### config.mk
export PLATFORM = sky130hd
export DESIGN_NAME = commit_ctrl
export DESIGN_NICKNAME = d
export VERILOG_FILES = /design/src/rtl/commit_ctrl.sv
export SDC_FILE = /design/constraint.sdc
export NUM_CORES = 1
export LEC_CHECK = 0
export ABC_AREA = 1
export CAP_MARGIN = 20
export CORE_MARGIN = 4
export CORE_UTILIZATION = 39
export DETAILED_ROUTE_END_ITERATION = 12
export PLACE_DENSITY_LB_ADDON = 0.2
export SLEW_MARGIN = 20
export SYNTH_ARGS = -nofsm -noshare
export SYNTH_HDL_FRONTEND = slang
export SYNTH_SLANG_ARGS = --single-unit
### constraint.sdc
create_clock -name clk_in -period 1.4 [get_ports clk_in]
set_input_delay 0.28 -clock clk_in [delete_from_list [all_inputs] [get_ports clk_in]]
set_output_delay 0.28 -clock clk_in [all_outputs]
set_load 0.005 [all_outputs]
### src/rtl/commit_ctrl.sv
// commit_ctrl: in-order retirement sequencer at the ROB head.
// Retires at most one entry per cycle: issues register-file writes, hands
// stores to the load/store buffer, raises flush/redirect on a mispredicted
// branch or jump, and latches halt.
//
// Handshake: head_pop is a combinational dequeue strobe. The ROB must treat
// the head entry as consumed at the next rising edge of clk_in whenever
// head_pop=1. head_pop is never asserted while rdy_in=0 or rst_in=1.
module commit_ctrl #(
    parameter int ROB_W = 5,
    parameter int REG_W = 5
) (
    input  logic             clk_in,
    input  logic             rst_in,
    input  logic             rdy_in,
    input  logic             head_valid,
    input  logic             head_ready,
    input  logic [2:0]       head_type,
    input  logic [REG_W-1:0] head_rd,
    input  logic [31:0]      head_value,
    input  logic [ROB_W-1:0] head_id,
    input  logic             head_mispredict,
    input  logic [31:0]      head_target,
    output logic             head_pop,
    output logic             rf_write_en,
    output logic [REG_W-1:0] rf_reg_id,
    output logic [ROB_W-1:0] rf_rob_id,
    output logic [31:0]      rf_value,
    output logic             store_commit_en,
    output logic [ROB_W-1:0] store_commit_id,
    input  logic             store_done,
    output logic             flush_out,
    output logic [31:0]      redirect_pc,
    output logic             halt_out,
    output logic [31:0]      commit_count,
    output logic [1:0]       dbg_state
);

    typedef enum logic [1:0] {
        S_IDLE       = 2'd0,
        S_WAIT_STORE = 2'd1,
        S_FLUSH      = 2'd2,
        S_HALT       = 2'd3
    } state_t;

    localparam logic [2:0] T_STORE  = 3'd1;
    localparam logic [2:0] T_BRANCH = 3'd2;
    localparam logic [2:0] T_JUMP   = 3'd3;
    localparam logic [2:0] T_HALT   = 3'd4;

    state_t           r_state;
    logic             r_rf_write_en;
    logic [REG_W-1:0] r_rf_reg_id;
    logic [ROB_W-1:0] r_rf_rob_id;
    logic [31:0]      r_rf_value;
    logic             r_store_commit_en;
    logic [ROB_W-1:0] r_store_commit_id;
    logic             r_flush_out;
    logic [31:0]      r_redirect_pc;
    logic             r_halt_out;
    logic [31:0]      r_commit_count;

    logic w_head_go;
    logic w_is_store;
    logic w_is_branch;
    logic w_is_jump;
    logic w_is_halt;
    logic w_is_alu;
    logic w_writes_rd;
    logic w_flushes;
    logic w_pop_idle;
    logic w_pop_store;

    // Head decode; type codes 5-7 fall through to ALU.
    assign w_head_go   = head_valid && head_ready;
    assign w_is_store  = (head_type == T_STORE);
    assign w_is_branch = (head_type == T_BRANCH);
    assign w_is_jump   = (head_type == T_JUMP);
    assign w_is_halt   = (head_type == T_HALT);
    assign w_is_alu    = !(w_is_store || w_is_branch || w_is_jump || w_is_halt);
    assign w_writes_rd = (w_is_alu || w_is_jump) && (head_rd != '0);
    assign w_flushes   = (w_is_branch || w_is_jump) && head_mispredict;

    // Stores only dequeue once the LSB reports completion.
    assign w_pop_idle  = (r_state == S_IDLE) && w_head_go && !w_is_store;
    assign w_pop_store = (r_state == S_WAIT_STORE) && store_done;
    assign head_pop    = rdy_in && !rst_in && (w_pop_idle || w_pop_store);

    // Retirement FSM with registered outputs; pulses clear unless re-asserted.
    always_ff @(posedge clk_in) begin
        if (rst_in) begin
            r_state           <= S_IDLE;
            r_rf_write_en     <= 1'b0;
            r_rf_reg_id       <= '0;
            r_rf_rob_id       <= '0;
            r_rf_value        <= '0;
            r_store_commit_en <= 1'b0;
            r_store_commit_id <= '0;
            r_flush_out       <= 1'b0;
            r_redirect_pc     <= '0;
            r_halt_out        <= 1'b0;
            r_commit_count    <= '0;
        end else if (rdy_in) begin
            r_rf_write_en     <= 1'b0;
            r_store_commit_en <= 1'b0;
            r_flush_out       <= 1'b0;
            if (head_pop) begin
                r_commit_count <= r_commit_count + 32'd1;
            end
            case (r_state)
                S_IDLE: begin
                    if (w_head_go) begin
                        if (w_is_store) begin
                            r_store_commit_en <= 1'b1;
                            r_store_commit_id <= head_id;
                            r_state           <= S_WAIT_STORE;
                        end else if (w_is_halt) begin
                            r_halt_out <= 1'b1;
                            r_state    <= S_HALT;
                        end else begin
                            if (w_writes_rd) begin
                                r_rf_write_en <= 1'b1;
                                r_rf_reg_id   <= head_rd;
                                r_rf_rob_id   <= head_id;
                                r_rf_value    <= head_value;
                            end
                            if (w_flushes) begin
                                r_flush_out   <= 1'b1;
                                r_redirect_pc <= head_target;
                                r_state       <= S_FLUSH;
                            end
                        end
                    end
                end
                S_WAIT_STORE: begin
                    if (store_done) begin
                        r_state <= S_IDLE;
                    end
                end
                S_FLUSH: begin
                    r_state <= S_IDLE;
                end
                S_HALT: begin
                    r_state <= S_HALT;
                end
                default: begin
                    r_state <= S_IDLE;
                end
            endcase
        end
    end

    assign rf_write_en     = r_rf_write_en;
    assign rf_reg_id       = r_rf_reg_id;
    assign rf_rob_id       = r_rf_rob_id;
    assign rf_value        = r_rf_value;
    assign store_commit_en = r_store_commit_en;
    assign store_commit_id = r_store_commit_id;
    assign flush_out       = r_flush_out;
    assign redirect_pc     = r_redirect_pc;
    assign halt_out        = r_halt_out;
    assign commit_count    = r_commit_count;
    assign dbg_state       = r_state;

endmodule

# After elaboration in Yosys (flattened, before gate mapping)
# Cells that the tools add are included.
# classes
n_addsub	1
multipliers	0
div	0
magnitude_cmp	0
eq_ne	10
shift	0
mux	19
n_bitwise	2
n_reduce_logical	25
# op_table
op	n
32-bit by 1-bit adder with 32-bit output, second input constant	1
1-bit 2-to-1 mux	13
6-bit AND reduction	2
2-bit 2-to-1 mux	5
1-bit logical AND	8
2-bit case mux with 4 select lines	1
4-bit AND reduction	2
3-bit by 2-bit == test with 1-bit output, second input constant	2
1-bit logical OR	6
5-bit AND reduction	1
5-bit nonzero test	1
2-bit == test, second input constant	2
2-bit != test, second input constant	2
4-bit != test, second input constant	1
3-bit by 1-bit == test with 1-bit output, second input constant	1
3-bit == test, second input constant	1
1-bit logical NOT	3
2-bit by 1-bit == test with 1-bit output, second input constant	1
2-bit logical NOT	1
1-bit NOT	2
2-bit AND reduction	1
# totals
register_bits	117
latchBits	0
ram_bits	0
romBits	0
input_bits	84
out_inout_bits	118
wordCells	68
memories	0

# Longest topological paths before layout
# depth
depth_word	12
mapped_depth	10
mapped_depth_nobuf	10

# Worst setup path after synthesis
# Ideal clock, no wire load.
# synth_path
path_kind	reg-to-reg
startpoint	register r_commit_count[0] (netlist: commit_count[0])
endpoint	register r_commit_count[30] (netlist: commit_count[30])
setup_ns	0.110
arrival_time_ns	1.386
setup_slack_ns	-0.096
stages_incl_launch_ff	11
n_path_buf	0
path_cell_list	dfxtp_1 ha_1 nand2_1 nor2_2 nand2_1 nor2_2 nand3_1 nor2_2 nand3_1 nand2_1 nor2_1
# synth_via
elab_chain_cells	1
# synth_lines
element	line	source
start, declared	61	logic [31:0] r_commit_count;
start signal, assigned	108	r_commit_count <= r_commit_count + 32'd1;
32-bit by 1-bit adder with 32-bit output	108	
# No other way between the ends.
# A chain may end at the register's enable or synchronous reset.

# Worst setup path in the final report
# layout_path
startpoint	register r_state[0] (netlist: dbg_state[0])
endpoint	output head_pop
# layout_via
elab_chain_cells	5
# layout_lines
element	line	source
start, declared	51	state_t r_state;
start signal, assigned	92	r_state <= S_IDLE;
start signal, assigned	116	r_state <= S_WAIT_STORE;
start signal, assigned	119	r_state <= S_HALT;
2-bit logical NOT	85	assign w_pop_idle = (r_state == S_IDLE) && w_head_go && !w_is_store;
1-bit logical AND (2 in series)	85	
1-bit logical OR (*)	87	assign head_pop = rdy_in && !rst_in && (w_pop_idle || w_pop_store);
1-bit logical AND (*)	87	
end, declared	24	output logic head_pop,
# Every way passes the cells marked *; elsewhere a longest branch is shown, timed or not.

==> run metrics <==
FP Rows 41; RSZ-0062 raised after global routing yes; Hold WC Path Type reg2reg; initial antenna violation count 0; P&R area growth vs syn 71.8%; internal power 6740 µW; leading area contributor after synthesis dfxtp_1; Synth Net Count 811; P_sw 1970 µW; crit end category primary output; Tcrit/Tclk final 121%; placed insts 1147; maximum vdd drop 0.610 mV; vias in the first global route 5371; max-capacitance violation count 0; first drt pass iteration count 5; top cell type's share of synthesized area 46.6%; routed length per instance 14.4 µm; Combinational Power Share 11.1%; sequential share of the synthesized area 46.6%; fraction of layout cells with a size suffix above 1 22.0%; commonest register cell after synthesis dfxtp_1; GRT Total Usage 23.3%; Initial Util 39.8%; synthesized area 5030 µm²; Crit path largest cell delay 0.36 ns; Fin Hold WS 0.462 ns; status finished with violations; largest net degree at the start of global routing 49; Final Critical Period 1.69 ns; Placed Area 7790 µm²; Post-synth top cells nor2_1 (220), nand2_1 (123), dfxtp_1 (117); critical path, cell by cell inv_4 > nand2_4 > nor2_4 > nand2_2 > a21boi_4 > buf_2; Slew Limit Headroom 78.5%; # fillers 1119; Yosys cell types 33; PD cells 1010 nW/µm²; Core ar. 12600 µm²; largest cells by area after synthesis dfxtp_1 (47%), nor2_1 (16%), nand2_1 (9.2%); grt ovf 0; Worst-path clk slew 0.05 ns; count of non-filler cells in the finished layout 1197; placed wire-length estimate 12.1 mm; switching fraction of total power 22.6%; Final WS setup -0.288 ns; WP data arrival 1.41 ns; fmax 592 MHz; YS warnings 0; clock power share 49.2%; Syn Inst Count 726; sequential fraction of design power 39.7%; # DRC 0; global-route wire length before repair 27.1 mm; final instance area 8640 µm²; DRT iter0 DRCs 367; Worst Tran Pin Value 0.323 ns; startpoint types register; Via-to-Cell Ratio 4.70; number of CTS-inserted buffers 17; RePlAce Congestion 0.829; ANT nets after route 0; post-layout util 68.4%; H-tree depth 4; Worst Clk Skew 0.00864 ns; EDFF count, synth 0; die area 14800 µm²; Slew Limit Fails 0; Root Buffer clkbuf_16; Post-Syn Area per Cell 6.92 µm²; die width 122 µm; Num Clock Sinks 117; crit path max-delay cell type dfxtp_4; final setup fails 113; Crit Path Max Fanout 4; violated checks negative setup slack; TritonCTS clock tree yes; routed vias 5630; most numerous cell in the Yosys netlist nor2_1; Leakage 0.00391 µW; final hold violations 0; async set-reset flop share out of synthesis 0%; Top Ports 202; routed wire length 17.2 mm; ant diodes 0; #FFs+latches synth 117; WP data required 1.12 ns; critical path class reg2out; Port Buffers 201; clk_lat worst skew 0.41 ns; hold buffer count at cts 0; post-layout net count 1099; DIE HEIGHT 122 µm; Bufs on Longest Clock Path 2
state kept, by name (all words and copies together) (netlist names):
name	flops
rf_write_en	1
rf_reg_id	5
rf_rob_id	5
flush_out	1
redirect_pc	32
halt_out	1
store_commit_id	5
rf_value	32
store_commit_en	1
commit_count	32
dbg_state	2
area by class of cell:
type | instances | area, µm² | area share, %
inverter | 44 | 170 | 1.97
clock buffer | 21 | 482 | 5.58
timing repair buffer | 301 | 2760 | 32.0
sequential | 117 | 2410 | 27.9
tap | 172 | 215 | 2.49
clock inverter | 9 | 100 | 1.16
multi-input combinational | 533 | 2500 | 28.9
final timing paths:
| path | startpoint | endpoint | slack [ns] | cells past startpoint |
|---|---|---|---|---|
| worst max register to register | dbg_state[0] | commit_count[6] | -0.25 | 10 |
| worst min register to register | store_commit_en | store_commit_en | 0.46 | 2 |
| worst min-delay path | store_commit_en | store_commit_en | 0.46 | 2 |
| worst max-delay path | dbg_state[0] | head_pop | -0.29 | 6 |
power by group through the flow:
stage | combinational [µW] | sequential (µW) | clock [µW]
after floorplan | 347 | 3550 | 0
after global placement | 945 | 3540 | 0
after detailed placement | 953 | 3550 | 0
after CTS | 948 | 3460 | 4340
after global routing | 1060 | 3470 | 4520
final | 970 | 3460 | 4280
stage by stage:
step | setup TNS [ns] | power, µW | setup slack (ns)
CTS | -9.21 | 8750 | -0.306
finish | -10.23 | 8710 | -0.288
floorplan | -0.0374 | 3900 | -0.0188
detailed placement | -59.33 | 4500 | -0.663
global route | -21.03 | 9050 | -0.359
global placement | -54.14 | 4490 | -0.663
placed cells by master (no fill, tap or decap), types with 4 or more instances in the layout:
master / netlist / routed
a21oi_1: 20 / 18
buf_12: 0 / 8
buf_4: 8 / 86
buf_6: 2 / 6
clkbuf_16: 0 / 18
clkbuf_2: 0 / 8
clkdlybuf4s15_1: 0 / 10
clkdlybuf4s50_1: 0 / 83
clkinv_2: 0 / 5
dfxtp_1: 117 / 84
dfxtp_2: 0 / 22
dfxtp_4: 0 / 11
dlygate4sd2_1: 0 / 96
inv_1: 40 / 36
inv_2: 4 / 6
nand2_1: 123 / 117
nand2_2: 3 / 7
nand2_4: 2 / 4
nand3_1: 35 / 30
nand3_2: 0 / 4
nor2_1: 220 / 213
nor2_2: 10 / 9
nor2_4: 1 / 9
nor3_1: 6 / 4
o21ai_0: 82 / 55
o21ai_1: 7 / 34
metal layers:
layer	global-route usage [%]	vias up	share of wire, %
li1	-	2880	-
met4	7.98	0	2.3
met3	5.94	31	6.6
met2	40.7	187	50
met5	0	-	0
met1	27.7	2532	42
cells by family after synthesis:
family	Yosys count	synth area share, %
AND/OR/NAND/NOR	408	33.0
AO/OA/AOI/OAI	119	12.6
buffers and inverters	76	6.69
flip-flops	117	46.6
adder cells (fa/ha/maj)	1	0.249
XOR/XNOR	5	0.871
critical path: cells and delay by family, from the launching register on:
family / cells / cell delay (ns)
buffers and inverters: 2 / 0.21
AOI/OAI and AO/OA: 1 / 0.20
and+or+nand+nor: 3 / 0.22
DFF: 1 / 0.36
timing repair:
| item | CTS | global route |
|---|---|---|
| pin swaps | 4 | 7 |
| gates resized for setup | 206 | 62 |
| cloned | 2 | 0 |
| endpoints found under the setup margin | 229 | 128 |
| buffers inserted | 14 | 4 |
No activity file was read; power rests on OpenSTA's default activity.
